### src/rtl/sa_psum_collector_pkg.sv
// Shared definitions for the systolic-array psum path: collector FSM encoding
// and default datapath widths, also used by the array controller.
package sa_psum_collector_pkg;

    typedef enum logic [1:0] {
        IDLE = 2'b00,
        BUSY = 2'b01,
        DONE = 2'b10
    } collector_state_t;

    localparam int DEF_PE_SIZE       = 2;
    localparam int DEF_PSUM_WIDTH    = 32;
    localparam int DEF_FIFO_DEPTH    = 4;
    localparam int DEF_ROW_CNT_WIDTH = 16;

endpackage

### src/rtl/psum_col_fifo.sv
// Show-ahead FIFO for one systolic-array column. A push into a full FIFO only
// lands when a pop frees a slot in the same cycle; otherwise it is reported as a drop.
module psum_col_fifo #(
    parameter int PSUM_WIDTH = 32,
    parameter int FIFO_DEPTH = 4
) (
    input  logic                  clk,
    input  logic                  rst_n,
    input  logic                  flush,
    input  logic                  push,
    input  logic                  pop,
    input  logic [PSUM_WIDTH-1:0] din,
    output logic [PSUM_WIDTH-1:0] dout,
    output logic                  empty,
    output logic                  drop
);

    localparam int AW = $clog2(FIFO_DEPTH);
    localparam int CW = AW + 1;

    logic [PSUM_WIDTH-1:0] mem [FIFO_DEPTH];
    logic [AW-1:0]         wr_ptr;
    logic [AW-1:0]         rd_ptr;
    logic [CW-1:0]         count;
    logic                  full;
    logic                  do_push;
    logic                  do_pop;

    assign empty   = (count == '0);
    assign full    = (count == CW'(FIFO_DEPTH));
    assign do_pop  = pop && !empty;
    assign do_push = push && (!full || do_pop);
    assign drop    = push && full && !do_pop;
    assign dout    = mem[rd_ptr];

    // Storage is not reset; occupancy alone decides what is visible.
    always_ff @(posedge clk) begin
        if (do_push && !flush) begin
            mem[wr_ptr] <= din;
        end
    end

    always_ff @(posedge clk or negedge rst_n) begin
        if (!rst_n) begin
            wr_ptr <= '0;
            rd_ptr <= '0;
            count  <= '0;
        end else if (flush) begin
            wr_ptr <= '0;
            rd_ptr <= '0;
            count  <= '0;
        end else begin
            if (do_push) begin
                wr_ptr <= wr_ptr + AW'(1);
            end
            if (do_pop) begin
                rd_ptr <= rd_ptr + AW'(1);
            end
            if (do_push && !do_pop) begin
                count <= count + CW'(1);
            end else if (do_pop && !do_push) begin
                count <= count - CW'(1);
            end
        end
    end

endmodule

### src/rtl/sa_psum_collector.sv
// Collects skewed per-column partial sums from the systolic array and emits
// them as aligned rows over a valid/ready interface, one tile at a time.
module sa_psum_collector
    import sa_psum_collector_pkg::*;
#(
    parameter int PE_SIZE       = DEF_PE_SIZE,
    parameter int PSUM_WIDTH    = DEF_PSUM_WIDTH,
    parameter int FIFO_DEPTH    = DEF_FIFO_DEPTH,
    parameter int ROW_CNT_WIDTH = DEF_ROW_CNT_WIDTH
) (
    input  logic                          clk,
    input  logic                          rst_n,
    input  logic [PSUM_WIDTH*PE_SIZE-1:0] psum_row_i,
    input  logic [PE_SIZE-1:0]            psum_en_row_i,
    input  logic                          start_i,
    input  logic [ROW_CNT_WIDTH-1:0]      row_num_i,
    output logic [PSUM_WIDTH*PE_SIZE-1:0] out_data_o,
    output logic                          out_valid_o,
    input  logic                          out_ready_i,
    output logic                          out_last_o,
    output logic                          busy_o,
    output logic                          done_o,
    output logic                          overflow_o
);

    collector_state_t          state_q;
    collector_state_t          state_d;
    logic [ROW_CNT_WIDTH-1:0]  row_cnt_q;
    logic [ROW_CNT_WIDTH-1:0]  row_num_q;
    logic                      overflow_q;
    logic [PE_SIZE-1:0]        col_empty;
    logic [PE_SIZE-1:0]        col_drop;
    logic                      start_acc;
    logic                      in_busy;
    logic                      handshake;

    assign in_busy     = (state_q == BUSY);
    assign start_acc   = (state_q == IDLE) && start_i;
    assign out_valid_o = in_busy && !(|col_empty);
    assign out_last_o  = out_valid_o && (row_cnt_q == row_num_q - ROW_CNT_WIDTH'(1));
    assign handshake   = out_valid_o && out_ready_i;
    assign busy_o      = in_busy;
    assign done_o      = (state_q == DONE);
    assign overflow_o  = overflow_q;

    always_ff @(posedge clk or negedge rst_n) begin
        if (!rst_n) begin
            state_q <= IDLE;
        end else begin
            state_q <= state_d;
        end
    end

    always_comb begin
        state_d = state_q;
        case (state_q)
            IDLE: begin
                if (start_i) begin
                    state_d = (row_num_i != '0) ? BUSY : DONE;
                end
            end
            BUSY: begin
                if (handshake && out_last_o) begin
                    state_d = DONE;
                end
            end
            DONE:    state_d = IDLE;
            default: state_d = IDLE;
        endcase
    end

    // An accepted start opens a fresh tile: new row target, counter and error flag cleared.
    always_ff @(posedge clk or negedge rst_n) begin
        if (!rst_n) begin
            row_num_q  <= '0;
            row_cnt_q  <= '0;
            overflow_q <= 1'b0;
        end else if (start_acc) begin
            row_num_q  <= row_num_i;
            row_cnt_q  <= '0;
            overflow_q <= 1'b0;
        end else begin
            if (handshake) begin
                row_cnt_q <= row_cnt_q + ROW_CNT_WIDTH'(1);
            end
            if (|col_drop) begin
                overflow_q <= 1'b1;
            end
        end
    end

    // Column j sits in the most-significant slice for j=0, matching the array output order.
    for (genvar j = 0; j < PE_SIZE; j++) begin : g_col
        logic [PSUM_WIDTH-1:0] col_dout;

        psum_col_fifo #(
            .PSUM_WIDTH (PSUM_WIDTH),
            .FIFO_DEPTH (FIFO_DEPTH)
        ) u_fifo (
            .clk   (clk),
            .rst_n (rst_n),
            .flush (start_acc),
            .push  (in_busy && psum_en_row_i[PE_SIZE-1-j]),
            .pop   (handshake),
            .din   (psum_row_i[PSUM_WIDTH*(PE_SIZE-1-j) +: PSUM_WIDTH]),
            .dout  (col_dout),
            .empty (col_empty[j]),
            .drop  (col_drop[j])
        );

        assign out_data_o[PSUM_WIDTH*(PE_SIZE-1-j) +: PSUM_WIDTH] = out_valid_o ? col_dout : '0;
    end

endmodule

### config.mk
export PLATFORM = sky130hd
export DESIGN_NAME = sa_psum_collector
export DESIGN_NICKNAME = d
export VERILOG_FILES = /design/src/rtl/sa_psum_collector_pkg.sv /design/src/rtl/psum_col_fifo.sv /design/src/rtl/sa_psum_collector.sv
export SDC_FILE = /design/constraint.sdc
export NUM_CORES = 1
export LEC_CHECK = 0
export ABC_AREA = 1
export ABC_CLOCK_PERIOD_IN_PS = 5800
export CORE_UTILIZATION = 50
export DETAILED_ROUTE_END_ITERATION = 10
export PLACE_DENSITY = 0.73
export SLEW_MARGIN = 5
export SYNTH_ARGS = -nofsm -noshare
export SYNTH_HDL_FRONTEND = slang
export SYNTH_SLANG_ARGS = --single-unit
### constraint.sdc
create_clock -name clk -period 5.8 [get_ports clk]
set_input_delay 0.58 -clock clk [delete_from_list [all_inputs] [get_ports clk]]
set_output_delay 0.58 -clock clk [all_outputs]
set_load 0.005 [all_outputs]
==> impl_metrics.csv, run 1 <==
group,metric,value,unit
status,status,"completed",
yosys,yosysSeqAreaShare,67.6,%
hold_path,worstHoldPathType,"in -> async",
sta,rsz0062_at_grt,"no",
pwr,power_leakage,6.17,nW
pwr,combPwrFrac,33.7,%
yosys,synth_nets,1289,
yosys,synth-main-ff-cell,"edfxtp_1",
yosys,synth-simple-area-share,15.1,%
route,vias,8978,
clock_tree,cts_root_buf,"clkbuf_16",
grt,grt_pass1_vias,8866,
pwr,power_frac_seq,39.9,%
layout,final_util,61.5,%
yosys,synth_seq_cells,305,
route,drt_wl_total,28100,um
yosys,ys_async_sr_fraction,16.1,%
grt,grt_max_degree,67,
sta,fin_crit_sh,67.1,%
yosys,yosysUniqueCellTypes,41,
clock_tree,clockBufferDepth,3,
floorplanning,rows,59,
sta,maxSlewViolCount,0,
sta,hold_violations,0,
critical_path,crit_type,"reg -> out",
layout,drive_above_1_share,6.57,%
critical_path,cp-start-kind,"register",
critical_path,worst_ep_required_time,5.22,ns
sta,worst_pin_slew,1.07,ns
yosys,synth_fa_ha_area_share,1.35,%
sta,fmax,257,MHz
placed_design,dpl.cell_count,1634,
route,route.detailed.drc,0,
route,dr.pass1.iters,5,
clock_tree,cts_tree,"done",
placed_design,io_buffers,154,
yosys,yosys.area_share.xor_xnor,1.23,%
floorplanning,coreArea,0.0260,mm2
route,ant_nets,0,
critical_path,timing.critical_path.to_type,"output pin",
layout,diodes,0,
yosys,synth_compound_area_share,9.14,%
floorplanning,dieArea,0.0270,mm2
sta,final.setup_skew,0.0147,ns
clock_tree,cts_buffers,31,
sta,relSlewSlack,28.6,%
critical_path,arrival,3.31,ns
run,cap_violations,0,
clock_tree,cts_setup_buffers,0,
pwr,switchingPower,2.38,mW
route,viasPerCell,5.31,
sta,setup-violations-final,0,
yosys,syn_avg_cell_area,11.1,um2
sta,fin_crit,3.89,ns
layout,areaGrowthSynthToFinish,21.3,%
clock_tree,ctsHtreeMaxLevel,1,
pwr,intPower,4.80,mW
pwr,switching_share,33.2,%
yosys,syn_inst,1190,
clock_tree,hold_buffers,0,
sta,finalSetupTns,0,ns
layout,instances_no_fill,1690,
layout,final_cell_area,0.0160,mm2
yosys,synth.area.mux_share,0,%
route,wl_per_cell,16.6,um
placed_design,dpl-instance-area,0.0150,mm2
pwr,powerDensity,449,mW/mm2
pwr,ir_drop,326,uV
floorplanning,die-width,164,um
layout,nNetsFinal,1431,
floorplanning,die_y,164,um
floorplanning,start_util,50.7,%
critical_path,r2r_slack,3.09,ns
yosys,synthesis.area,0.0132,mm2
sta,whs,0.122,ns
clock_tree,cts_repair_resize_count,0,
clock_tree,clkTransAtPathRegs,0.07,ns
grt,grt_pass1_wl,44400,um
grt,overflow,0,
yosys,synth_top_family_by_area,"simple AND/OR/NAND/NOR gates",
clock_tree,cts_sinks,305,
yosys,ys_warn_count,0,
floorplanning,io_pins,155,
route,first_iter_violations,745,
clock_tree,clock_latency,0.56,ns
placed_design,dp_hpwl,16900,um
grt,antenna_found_initial,2,
critical_path,cp_max_fo,66,
pwr,pwr-share-clk,26.4,%
grt,grt_usage,21.1,%
placed_design,gp_congestion,0.822,
yosys,synth-edff-count,256,
-- cells by family (layout without fill, tap and decap cells) --
kind of cell,count (synthesis),in the layout
xor gates and xnor gates,17,17
adders and majority gates,13,13
DFF,305,305
buffers and inverters,184,349
AOI/OAI and AO/OA,184,184
and+or+nand+nor,487,487
-- final timing paths --
check                                                from                          to  depth (start not counted)
worst max-delay path            g_col[1].u_fifo.rd_ptr[0]              out_data_o[20]                          8
worst min-delay path                                rst_n                row_num_q[9]                          2
worst max register to register   g_col[0].u_fifo.count[0]  g_col[0].u_fifo.mem[1][27]                          8
worst min register to register  g_col[0].u_fifo.rd_ptr[1]   g_col[0].u_fifo.rd_ptr[1]                          1
max in group asynchronous                           rst_n   g_col[0].u_fifo.rd_ptr[0]                          2
min in group clk                g_col[0].u_fifo.rd_ptr[1]   g_col[0].u_fifo.rd_ptr[1]                          1
-- cells in the final DEF (no fill, tap or decap), drive strengths merged --
| cell | netlist | final |
|---|---|---|
| o22ai | 2 | 2 |
| clkinv | 1 | 10 |
| o21ai | 94 | 94 |
| nor3 | 9 | 9 |
| nor3b | 1 | 1 |
| nand2 | 187 | 187 |
| xnor3 | 1 | 1 |
| fa | 2 | 2 |
| nor2 | 257 | 257 |
| nand3 | 18 | 18 |
| nand3b | 3 | 3 |
| a22o | 3 | 3 |
| o32ai | 64 | 64 |
| nor4 | 8 | 8 |
| edfxtp | 256 | 256 |
| a21oi | 19 | 19 |
| and2 | 1 | 1 |
| clkbuf | 34 | 43 |
| xnor2 | 4 | 4 |
| buf | 24 | 14 |
| nand4 | 3 | 3 |
| a31oi | 1 | 1 |
| o21a | 1 | 1 |
| xor2 | 12 | 12 |
| ha | 11 | 11 |
| inv | 125 | 126 |
| bufinv | 0 | 3 |
| clkdlybuf4s50 | 0 | 153 |
| dfrtp | 49 | 49 |
-- flip-flops by register name, indices dropped and copies added (netlist names) --
signal / count
row_num_q: 16
g_col.u_fifo.mem: 256
g_col.u_fifo.rd_ptr: 4
g_col.u_fifo.wr_ptr: 4
row_cnt_q: 16
overflow_o: 1
g_col.u_fifo.count: 6
state_q: 2
-- critical path, cell delays in order (launching register included) --
cell and delay [ns]:
dfrtp_2 0.38, buf_4 0.33, inv_2 0.55, buf_4 0.47, nor2_1 0.08, o32ai_1 0.28, nand2_1 0.08, inv_1 0.08
clkdlybuf4s50_1 0.49
-- cell usage after synthesis, drive strengths merged (8+ instances only) --
cell type | instances | share of area (%)
a21oi | 19 | 0.89
buf | 24 | 0.94
clkbuf | 34 | 0.97
dfrtp | 49 | 9.3
edfxtp | 256 | 58
ha | 11 | 1.0
inv | 125 | 3.6
nand2 | 187 | 5.4
nand3 | 18 | 0.76
nor2 | 257 | 7.7
nor3 | 9 | 0.38
nor4 | 8 | 0.43
o21ai | 94 | 3.6
o32ai | 64 | 4.3
xor2 | 12 | 0.80
-- power by group through the flow --
stage                     Sequential, mW  Combinational (mW)  Clock, mW
after floorplan                     2.86                1.54          0
after global placement              2.90                2.38          0
after detailed placement            2.91                2.43          0
after CTS                           2.86                2.45       1.93
after global routing                2.90                2.72       2.01
final                               2.86                2.42       1.90
-- through the flow --
stage	setup WS [ns]	power, mW
final	1.91	7.18
after global routing	1.63	7.62
after CTS	1.82	7.25
after detailed placement	2.47	5.34
after global placement	2.56	5.28
after floorplan	2.86	4.41
-- cell type report --
class / count / area (um2)
clock buffers: 43 / 821
flip-flops and latches: 305 / 8920
inverters: 126 / 473
well taps: 335 / 419
multi-input cells: 701 / 3580
fillers: 2043 / 10000
clock inverters: 13 / 135
repair buffers: 167 / 1630
-- metal layers --
| layer | vias up | track usage [%] | wire, um |
|---|---|---|---|
| met5 | - | 0 | 29 |
| met4 | 4 | 6.10 | 665 |
| met3 | 46 | 3.59 | 1690 |
| met2 | 270 | 36.2 | 13600 |
| met1 | 4301 | 27.4 | 12100 |
| li1 | 4357 | - | - |
Note: power is estimated with default switching activity, not from simulation.
==> run 2: changes to the inputs <==
- ABC_CLOCK_PERIOD_IN_PS: 5800 -> 4010
- clock period: 5.8 -> 4.01 ns (I/O delays scaled with it)
==> impl_metrics.csv, run 2 (synthesis gave the netlist of run 1 again) <==
group,metric,value,unit
placed_design,dp_hpwl,17100,um
route,drt_wl_total,27600,um
clock_tree,cts_sinks,305,
grt,overflow,0,
placed_design,io_buffers,154,
critical_path,arrival,2.84,ns
pwr,switching_share,33.0,%
hold_path,worstHoldPathType,"in -> async",
floorplanning,die-width,164,um
pwr,pwr-share-clk,27.5,%
sta,fmax,308,MHz
clock_tree,clkTransAtPathRegs,0.06,ns
run,cap_violations,0,
route,viasPerCell,5.29,
clock_tree,cts_setup_buffers,0,
critical_path,path_buf_inv,2,
sta,worst_slack,0.764,ns
layout,largest-register,"g_col.u_fifo.mem",
layout,final_common_cell,"edfxtp_1",
layout,top_regs,"g_col.u_fifo.mem (256), row_cnt_q (16), row_num_q (16)",
sta,whs,0.325,ns
clock_tree,ctsHtreeMaxLevel,1,
sta,rsz0062_at_grt,"no",
floorplanning,coreArea,0.0260,mm2
route,dr.pass1.iters,5,
clock_tree,clock_latency,0.56,ns
critical_path,crit_type,"reg -> out",
sta,fin_crit,3.25,ns
pwr,total_power,10.6,mW
floorplanning,io_pins,155,
route,vias,8987,
grt,grt_max_degree,66,
critical_path,max_stage_delay,0.56,ns
layout,most-common-layout-cells,"edfxtp_1 (256), nor2_1 (240), nand2_1 (182)",
clock_tree,cts_root_buf,"clkbuf_16",
critical_path,cpMostUsedCell,"nand2_1",
pwr,switchingPower,3.50,mW
status,status,"completed",
pwr,powerDensity,655,mW/mm2
sta,relSlewSlack,46.4,%
grt,grt_pass1_vias,8598,
grt,grt_pass1_wl,43600,um
grt,grt_usage,20.6,%
floorplanning,rows,59,
pwr,ir_drop,453,uV
critical_path,cp_max_fo,4,
critical_path,critical_path.cell_chain,"inv_1 > ha_1 > nand2_1 > nor2_1 > nand2_1 > xor2_1 > nand2_1 > nor4_1 > clkdlybuf4s50_1",
critical_path,critPathSlowestCell,"clkdlybuf4s50_1",
critical_path,cp-start-kind,"register",
floorplanning,start_util,50.7,%
sta,finalSetupTns,0,ns
critical_path,r2r_start,"g_col[0].u_fifo.count[1]",
critical_path,worst_ep_required_time,3.61,ns
floorplanning,die_y,164,um
sta,hold_violations,0,
layout,final_util,62.2,%
sta,final.setup_skew,0.0150,ns
pwr,power_frac_seq,39.5,%
layout,largest_reg_flops,256,
layout,areaGrowthSynthToFinish,22.7,%
pwr,combPwrFrac,33.0,%
clock_tree,cts_buffers,31,
layout,drive_above_1_share,8.06,%
placed_design,gp_congestion,0.796,
critical_path,worstSetupStartpoint,"row_num_q[0]",
clock_tree,cts_repair_resize_count,0,
pwr,intPower,7.10,mW
clock_tree,cts_tree,"done",
route,ant_nets,0,
route,route.detailed.drc,0,
critical_path,crit_family,"simple AND/OR/NAND/NOR gates",
floorplanning,dieArea,0.0270,mm2
sta,setup-violations-final,0,
sta,fin_crit_sh,80.9,%
pwr,power_leakage,6.28,nW
placed_design,pre_cts_slack,1.25,ns
critical_path,timing.critical_path.to_type,"output pin",
grt,antenna_found_initial,2,
route,wl_per_cell,16.2,um
sta,worst_pin_slew,0.805,ns
clock_tree,clockBufferDepth,3,
critical_path,r2r_slack,1.51,ns
sta,maxSlewViolCount,0,
layout,diodes,0,
route,first_iter_violations,690,
layout,nNetsFinal,1439,
-- run 2: changes by cell type in the layout (fill, tap and decap cells not counted), sizes merged --
cell	delta
bufinv	-1
buf	+7
clkbuf	+4
clkinvlp	+1
clkinv	-2
dlygate4sd3	+1
-- run 2: what timing repair did --
action	CTS	global route
hold buffers	1	0
setup endpoints to repair	0	0
hold endpoints to repair	20	0
-- run 2: path summary, 6_finish.rpt --
check                                             end  cells after the start
min reg2reg                             row_num_q[15]                      2
max reg2reg                g_col[0].u_fifo.mem[0][28]                      9
max in group asynchronous   g_col[0].u_fifo.rd_ptr[1]                      3
max                                        out_last_o                      9
min in group clk                         row_num_q[7]                      3
min                                     row_num_q[10]                      2
-- run 2: power by group through the flow --
| stage | Clock, mW | Sequential [mW] | Combinational (mW) |
|---|---|---|---|
| 2_1_floorplan | 0 | 4.14 | 2.23 |
| 3_3_place_gp | 0 | 4.24 | 3.44 |
| 3_5_place_dp | 0 | 4.25 | 3.51 |
| 4_1_cts | 2.97 | 4.19 | 3.53 |
| 5_1_grt | 3.09 | 4.24 | 3.93 |
| 6_report | 2.92 | 4.19 | 3.49 |
-- run 2: cell type report --
class / instances / area, um2
flip-flops and latches: 305 / 8920
multi-input cells: 701 / 3580
inverters: 126 / 473
repair buffers: 175 / 1720
clock inverters: 11 / 123
fillers: 2029 / 9810
clock buffers: 47 / 937
well taps: 335 / 419
-- run 2: per-stage QoR --
stage	area (um2)	std cells
after floorplan	13200	1190
after global placement	15100	1641
after detailed placement	15100	1641
after CTS	16200	1700
after global routing	16200	1700
final	16200	1700
-- run 2: metal layers --
layer | global-route usage [%] | vias to the layer above | wire [um]
met5 | 0 | - | 25
met4 | 4.29 | 4 | 421
met3 | 3.91 | 34 | 1830
met2 | 34.5 | 257 | 13200
met1 | 27.9 | 4325 | 12200
li1 | - | 4367 | -
==> run 3: changes to the inputs <==
- ABC_CLOCK_PERIOD_IN_PS: 4010 -> 3100
- clock period: 4.01 -> 3.1 ns (I/O delays scaled with it)
==> impl_metrics.csv, run 3 (synthesis gave the netlist of run 1 again) <==
group,metric,value,unit
route,viasPerCell,5.26,
grt,grt_pass1_vias,8400,
critical_path,r2r_cells,13,
route,first_iter_violations,668,
critical_path,cp_max_fo,65,
layout,largest_reg_flops,256,
hold_path,hold_depth,3,
critical_path,arrival,2.60,ns
route,dr.pass1.iters,5,
layout,drive_above_1_share,7.91,%
sta,rsz0062_at_grt,"no",
clock_tree,cts_sinks,305,
grt,grt_pass1_wl,42500,um
floorplanning,rows,59,
critical_path,cp-start-kind,"register",
route,drt_wl_total,27300,um
placed_design,io_buffers,154,
sta,finalSetupTns,0,ns
status,status,"completed",
critical_path,timing.critical_path.to_type,"output pin",
sta,final.setup_skew,0.0173,ns
sta,whs,0.336,ns
floorplanning,coreArea,0.0260,mm2
run,cap_violations,0,
clock_tree,clockBufferDepth,3,
sta,fmax,344,MHz
pwr,ir_drop,534,uV
clock_tree,cts_tree,"done",
layout,nNetsFinal,1441,
floorplanning,die-width,164,um
layout,ff_latch_area,0.00892,mm2
sta,setup-violations-final,0,
route,vias,8942,
route,route.detailed.drc,0,
sta,fin_crit,2.91,ns
hold_path,worstHoldEndpoint,"row_num_q[9]",
floorplanning,die_y,164,um
layout,largest-register,"g_col.u_fifo.mem",
layout,top_regs,"g_col.u_fifo.mem (256), row_cnt_q (16), row_num_q (16)",
grt,antenna_found_initial,0,
grt,grt_usage,20.1,%
route,ant_nets,0,
hold_path,worstHoldPathType,"in -> reg",
sta,fin_crit_sh,93.7,%
layout,fill_cells,2013,
critical_path,worst_ep_required_time,2.79,ns
sta,maxSlewViolCount,0,
critical_path,r2r_start,"g_col[0].u_fifo.count[0]",
clock_tree,cts_root_buf,"clkbuf_16",
critical_path,r2r_slack,0.64,ns
layout,areaGrowthSynthToFinish,22.4,%
critical_path,crit_type,"reg -> out",
pwr,powerDensity,836,mW/mm2
sta,hold_violations,0,
clock_tree,clkTransAtPathRegs,0.06,ns
clock_tree,clock_latency,0.55,ns
floorplanning,dieArea,0.0270,mm2
grt,overflow,0,
hold_path,hold_start,"row_num_i[9]",
floorplanning,io_pins,155,
layout,diodes,0,
route,wl_per_cell,16.1,um
layout,most-common-layout-cells,"edfxtp_1 (256), nor2_1 (240), nand2_1 (182)",
layout,final_common_cell,"edfxtp_1",
clock_tree,cts_buffers,31,
sta,worst_pin_slew,0.825,ns
grt,grt_max_degree,67,
pwr,power_leakage,6.25,nW
critical_path,timing.rr.end,"g_col[1].u_fifo.count[2]",
sta,relSlewSlack,45.0,%
placed_design,dp_hpwl,16600,um
placed_design,gp_congestion,0.844,
layout,multi_input_comb_area,0.00359,mm2
floorplanning,start_util,50.7,%
clock_tree,ctsHtreeMaxLevel,1,
==> run 3: changes by cell type in the layout (fill, tap and decap cells not counted), moves of 2 or more <==
cell	before	now
buf_12	2	5
clkinv_2	7	9
buf_4	18	16
clkinv_1	1	5
clkbuf_8	8	0
==> run 3: metrics by stage <==
stage	util [%]	worst slack [ns]	instances	area [um2]	total power, mW
2_1_floorplan	-	0.158	1190	13200	8.24
3_3_place_gp	58.3	0.565	1643	15200	10.0
3_5_place_dp	58.3	0.487	1643	15200	10.1
4_1_cts	62.1	0.0670	1700	16100	13.6
5_1_grt	62.1	0.0151	1700	16100	14.3
6_report	62.1	0.194	1700	16100	13.5
==> run 3: layout make-up <==
type,count,area share (%)
Timing Repair Buffer,177,11.0
Tap cell,335,2.60
Clock buffer,37,4.95
Sequential cell,305,55.3
Inverter,126,2.93
Clock inverter,19,0.946
Multi-Input combinational cell,701,22.3
==> run 3: timing repair <==
item	CTS	global route
endpoints found under the setup margin	1	7
hold buffers	1	0
hold endpoints to repair	36	0
setup buffers	0	0
gates resized for setup	3	1
==> run 3: worst max-delay path by stage <==
stage,from,to,slack (ns),cells after the start
floorplan,g_col[0].u_fifo.count[0],g_col[0].u_fifo.mem[1][0],0.16,9
global placement,row_num_q[0],out_last_o,0.57,11
detailed placement,row_num_q[0],out_last_o,0.49,11
CTS,g_col[1].u_fifo.rd_ptr[0],out_data_o[12],0.07,7
global route,g_col[1].u_fifo.rd_ptr[0],out_data_o[7],0.02,7
finish,g_col[0].u_fifo.rd_ptr[0],out_data_o[59],0.19,6
==> run 3: routing by layer <==
metal  track usage (%)  up-vias  share of wire [%]
li1                  -     4380                  -
met3              2.85       47                5.4
met1              27.1     4264                 44
met5                 0        -                  0
met4              5.51        0                2.5
met2              33.9      251                 48
==> run 3: power breakdown <==
group          leakage, nW  internal (mW)  switching [mW]  total [mW]
clock network        0.468           2.00            1.47        3.47
logic                 2.84           1.93            2.69        4.62
registers             2.95           5.06           0.345        5.40
==> run 3: worst max-delay path, cell delays in order, from the launching register on <==
cell,delay [ns]
dfrtp_2,0.36
buf_4,0.54
nor2_1,0.12
o32ai_1,0.35
nand2_1,0.08
inv_1,0.06
clkdlybuf4s50_1,0.54
